### src/rtl/hazard_scoreboard.sv
// Hazard unit for the 5-stage RV32IM pipeline: EX forwarding, load-use stalls,
// a scoreboard of registers pending on the multi-cycle MDU, and event counters.
module hazard_scoreboard #(
  parameter int unsigned RAW       = 5,
  parameter int unsigned MDU_DEPTH = 2,
  parameter int unsigned CNT_W     = 16
) (
  input  logic                clk,
  input  logic                rst,
  input  logic [RAW-1:0]      raddr1D,
  input  logic [RAW-1:0]      raddr2D,
  input  logic                rs1_usedD,
  input  logic                rs2_usedD,
  input  logic [RAW-1:0]      waddrD,
  input  logic                reg_wrD,
  input  logic                mdu_opD,
  input  logic [RAW-1:0]      raddr1E,
  input  logic [RAW-1:0]      raddr2E,
  input  logic [RAW-1:0]      waddrE,
  input  logic                mem_rdE,
  input  logic                mdu_startE,
  input  logic [RAW-1:0]      waddrM,
  input  logic                reg_wrM,
  input  logic [RAW-1:0]      waddrW,
  input  logic                reg_wrW,
  input  logic                mdu_doneW,
  input  logic                br_taken,
  input  logic                cnt_clr,
  output logic                StallF,
  output logic                StallD,
  output logic                FlushD,
  output logic                FlushE,
  output logic [1:0]          forwardAE,
  output logic [1:0]          forwardBE,
  output logic [2**RAW-1:0]   busy_vec,
  output logic [2:0]          mdu_cnt,
  output logic                sb_err,
  output logic [CNT_W-1:0]    stall_cnt,
  output logic [CNT_W-1:0]    flush_cnt
);

  localparam int unsigned NREGS  = 2**RAW;
  localparam logic [2:0]  DepthC = 3'(MDU_DEPTH);
  localparam logic [3:0]  DepthW = 4'(MDU_DEPTH);
  localparam logic [CNT_W-1:0] CntOne = {{(CNT_W-1){1'b0}}, 1'b1};

  logic [NREGS-1:0] busy_q, busy_d;
  logic [2:0]       cnt_q, cnt_d;
  logic             err_q, err_d;
  logic [CNT_W-1:0] stall_cnt_q, stall_cnt_d;
  logic [CNT_W-1:0] flush_cnt_q, flush_cnt_d;

  logic start_v, rs1_v, rs2_v;
  logic raw_hit, lu_hit, waw_hit, full_hit, stall;
  logic [3:0] cnt_sum;
  logic inc, dec;

  // M result has priority over W; x0 is never forwarded.
  always_comb begin
    forwardAE = 2'b01;
    forwardBE = 2'b01;
    if (raddr1E != '0 && reg_wrM && raddr1E == waddrM)      forwardAE = 2'b00;
    else if (raddr1E != '0 && reg_wrW && raddr1E == waddrW) forwardAE = 2'b10;
    if (raddr2E != '0 && reg_wrM && raddr2E == waddrM)      forwardBE = 2'b00;
    else if (raddr2E != '0 && reg_wrW && raddr2E == waddrW) forwardBE = 2'b10;
  end

  always_comb begin
    start_v  = mdu_startE && (waddrE != '0);
    rs1_v    = rs1_usedD && (raddr1D != '0);
    rs2_v    = rs2_usedD && (raddr2D != '0);
    raw_hit  = (rs1_v && (busy_q[raddr1D] || (start_v && raddr1D == waddrE)))
            || (rs2_v && (busy_q[raddr2D] || (start_v && raddr2D == waddrE)));
    lu_hit   = mem_rdE && ((rs1_v && raddr1D == waddrE) || (rs2_v && raddr2D == waddrE));
    waw_hit  = reg_wrD && (waddrD != '0)
            && (busy_q[waddrD] || (start_v && waddrD == waddrE));
    cnt_sum  = {1'b0, cnt_q} + {3'b000, mdu_startE};
    full_hit = mdu_opD && (cnt_sum >= DepthW);
    stall    = raw_hit || lu_hit || waw_hit || full_hit;

    StallF = 1'b0;
    StallD = 1'b0;
    FlushD = 1'b0;
    FlushE = 1'b0;
    if (br_taken) begin
      FlushD = 1'b1;
      FlushE = 1'b1;
    end else if (stall) begin
      StallF = 1'b1;
      StallD = 1'b1;
      FlushE = 1'b1;
    end
  end

  always_comb begin
    busy_d = busy_q;
    if (mdu_doneW) busy_d[waddrW] = 1'b0;
    // Set applied after clear so a same-index set wins.
    if (start_v)   busy_d[waddrE] = 1'b1;
    busy_d[0] = 1'b0;

    inc   = mdu_startE && (cnt_q != DepthC);
    dec   = mdu_doneW && (cnt_q != 3'd0);
    cnt_d = cnt_q + {2'b00, inc} - {2'b00, dec};

    err_d = err_q
         || (mdu_doneW && ((cnt_q == 3'd0) || !busy_q[waddrW]))
         || (mdu_startE && (cnt_q == DepthC));

    stall_cnt_d = stall_cnt_q;
    flush_cnt_d = flush_cnt_q;
    if (cnt_clr) begin
      stall_cnt_d = '0;
      flush_cnt_d = '0;
    end else begin
      if (StallF && stall_cnt_q != '1) stall_cnt_d = stall_cnt_q + CntOne;
      if (br_taken && flush_cnt_q != '1) flush_cnt_d = flush_cnt_q + CntOne;
    end
  end

  always_ff @(posedge clk or posedge rst) begin
    if (rst) begin
      busy_q      <= '0;
      cnt_q       <= '0;
      err_q       <= 1'b0;
      stall_cnt_q <= '0;
      flush_cnt_q <= '0;
    end else begin
      busy_q      <= busy_d;
      cnt_q       <= cnt_d;
      err_q       <= err_d;
      stall_cnt_q <= stall_cnt_d;
      flush_cnt_q <= flush_cnt_d;
    end
  end

  assign busy_vec  = busy_q;
  assign mdu_cnt   = cnt_q;
  assign sb_err    = err_q;
  assign stall_cnt = stall_cnt_q;
  assign flush_cnt = flush_cnt_q;

endmodule

### config.mk
export PLATFORM = sky130hd
export DESIGN_NAME = hazard_scoreboard
export DESIGN_NICKNAME = d
export VERILOG_FILES = /design/src/rtl/hazard_scoreboard.sv
export SDC_FILE = /design/constraint.sdc
export NUM_CORES = 1
export LEC_CHECK = 0
export CORE_UTILIZATION = 25
export DETAILED_ROUTE_END_ITERATION = 8
export HOLD_SLACK_MARGIN = 0.12
export PLACE_DENSITY = 0.47
export SLEW_MARGIN = 20
export SYNTH_ARGS = -nofsm -noshare
export SYNTH_HDL_FRONTEND = slang
export SYNTH_SLANG_ARGS = --single-unit
### constraint.sdc
create_clock -name clk -period 15.6 [get_ports clk]
set_input_delay 4.68 -clock clk [delete_from_list [all_inputs] [get_ports clk]]
set_output_delay 4.68 -clock clk [all_outputs]
set_load 0.02 [all_outputs]
==> run metrics <==
Worst Path Max Fanout 25; Leakage 2.525 nW; Cell Rows 51; layout cells sized above 1 8.589%; Die Area 0.02078 mm²; final setup TNS 0 ns; Inserted Clock Buffers 9; pin count of the biggest net entering global routing 68; Synth warnings 0; PnR worst setup slack 2.648 ns; Setup Skew 0.005458 ns; Synth-to-Final Area Change 34.13%; Max-Cap Viols 0; routed vias 4883; Slew headroom 40.78%; GR Util All Layers 17.24%; antenna violations before repair 0; Resize count post-CTS 0; pre-CTS worst setup slack 2.637 ns; Worst Setup Start Kind primary input; Max Transition Viols Final 0; number of DRC markers in iteration 0 249; WL final 17.50 mm; # diodes 0; hold_sp sb_err; Top cell by count, worst path clkdlybuf4s50_1; CTS sink cnt 67; Worst EP arrival 8.27 ns; Hold Buf Count CTS 0; first-pass GRT wire length 26.98 mm; Clk Latency, worst-skew pair 0.34 ns; RSZ-0062 raised after global routing no; Final Hold Viols 0; Starting Density 25.71%; fin crit period 12.95 ns; RR Startpoint busy_vec[7]; Distinct cells, synth 55; Root Buffer Master clkbuf_16; wire per inst 19.08 µm; critical path, cell by cell clkdlybuf4s50_1, or4_1, o21ai_0, a2111oi_0, a211oi_1, and4_1, nor2_1, clkdlybuf4s50_1; slowest cell on the critical path and4_1; WP data required 10.92 ns; H-tree Lvls 3; first drt pass iteration count 5; Post-Place Cells 901; flops & latches, synth 67; DRC viols 0; Hold Crit Class reg -> reg; TritonCTS clock tree done; final period utilization 83.03%; Post-Synthesis Cells 543; vias per inst 5.325; Synth area leaders dfrtp_1 33%, mux4_2 7.6%, o21ai_0 6.9%; postcts setup bufs 0; Ports 129; fill count 2076; Avg Cell Area, Syn 9.305 µm²; ys async rst share 100.0%; Peak VDD IR 0.06027 mV; Clk pin slew, worst setup/hold paths 0.05 ns; Pwr Density 104.7 mW/mm²; CP endpoint kind output port; area leader, netlist dfrtp_1; vias in the first global route 4802; Core Area 0.01965 mm²; synthesized cell area 0.005052 mm²; Die Span Y 144.2 µm; FMAX 0.07721 GHz; Seq/Total Area, Yosys 33.18%; total global routing overflow 0; post-synth top area share 33.18%; die width 144.2 µm; I/O Buffers 127; Routed Antenna Nets 0; ys flop type dfrtp_1; hpwl dp 13.09 mm; number of synthesized flops with an enable pin 0; syn nets 604; Layout Cells excl Fill 917; worst slew pin tran 0.8883 ns; Final Util 34.48%; Worst Setup SP raddr2D[0]; gp weighted congestion 0.8768; critical path type in -> out; Setup violations, final 0; Largest stage delay, worst path 0.77 ns; outcome complete, no violations; clk buf depth 2; Final nets 708
[cells by family after synthesis]
group	share of synthesized area (%)
muxes	15.70
buffers and inverters	5.275
adders and majority gates	2.130
AOI/OAI and AO/OA	14.24
DFF	33.18
xor gates and xnor gates	8.148
and+or+nand+nor	21.25
other	0.07422
[worst paths after layout]
| check | to | depth (start not counted) | slack, ns |
|---|---|---|---|
| max | StallD | 8 | 2.65 |
| min | sb_err | 2 | 0.47 |
| max reg2reg | stall_cnt[8] | 7 | 12.62 |
| min reg2reg | sb_err | 2 | 0.47 |
| max in group asynchronous | stall_cnt[7] | 3 | 10.10 |
| min in group asynchronous | flush_cnt[0] | 3 | 4.93 |
[cells in the final DEF, fill, tap and decap left out, types with 17 or more instances in the layout]
cell / n
clkdlybuf4s50_1: 127
o21ai_0: 70
dfrtp_1: 67
nor2_1: 42
nand2_1: 30
nand3_1: 25
xor2_1: 24
xnor2_1: 23
a21oi_1: 17
mux4_2: 17
mux2i_1: 17
[cells in the mapped netlist (10+ instances only)]
library cell and count:
nor3_1 10, dfrtp_1 67, nand2_1 30, mux4_2 17, xor2_1 24, inv_1 17
nor4_1 11, or4_1 12, nand4_1 11, nand3_1 25, a21oi_1 17, clkbuf_1 16
nor2b_1 12, xnor2_1 23, nor2_1 42, nand3b_1 12, mux2i_1 17, mux2_2 12
o21ai_0 70
[power breakdown]
part | internal (mW) | total, mW | switching, mW
Clock | 0.139 | 0.216 | 0.0769
Sequential | 0.199 | 0.250 | 0.0514
Combinational | 0.121 | 0.244 | 0.123
Total | 0.459 | 0.710 | 0.251
[stage by stage]
stage	total power, mW	area (µm²)	hold WS [ns]
2_1_floorplan	0.3842	5052	0.5788
3_3_place_gp	0.4952	6467	0.4696
3_5_place_dp	0.4969	6467	0.4685
4_1_cts	0.7151	6777	0.4816
5_1_grt	0.7457	6777	0.4904
6_report	0.7097	6777	0.4728
[routing by layer]
metal | GRT usage (%) | part of all wire [%] | up-vias
li1 | - | - | 2228
met1 | 21.52 | 43 | 2405
met2 | 29.24 | 48 | 212
met3 | 3.311 | 6.1 | 38
met4 | 6.704 | 2.6 | 0
met5 | 0 | 0 | -
[registers in the layout (all words and copies together) (netlist names)]
| name | count |
|---|---|
| mdu_cnt | 3 |
| stall_cnt | 16 |
| flush_cnt | 16 |
| sb_err | 1 |
| busy_vec | 31 |
[final cells by class]
cell class / instances / area [µm²] / area share (%)
timing repair buffer: 129 / 1286 / 18.98
multi-input combinational: 423 / 3109 / 45.88
tap: 265 / 331.6 / 4.893
sequential: 67 / 1677 / 24.74
clock inverter: 6 / 80.08 / 1.182
inverter: 17 / 63.81 / 0.9417
clock buffer: 10 / 229.0 / 3.379
[worst max-delay path: cells and delay by family]
family	cells	cell delay, ns
simple gates	3	1.51
buf+inv	2	1.32
compound gates	3	0.74
(Power assumes the default switching activity.)
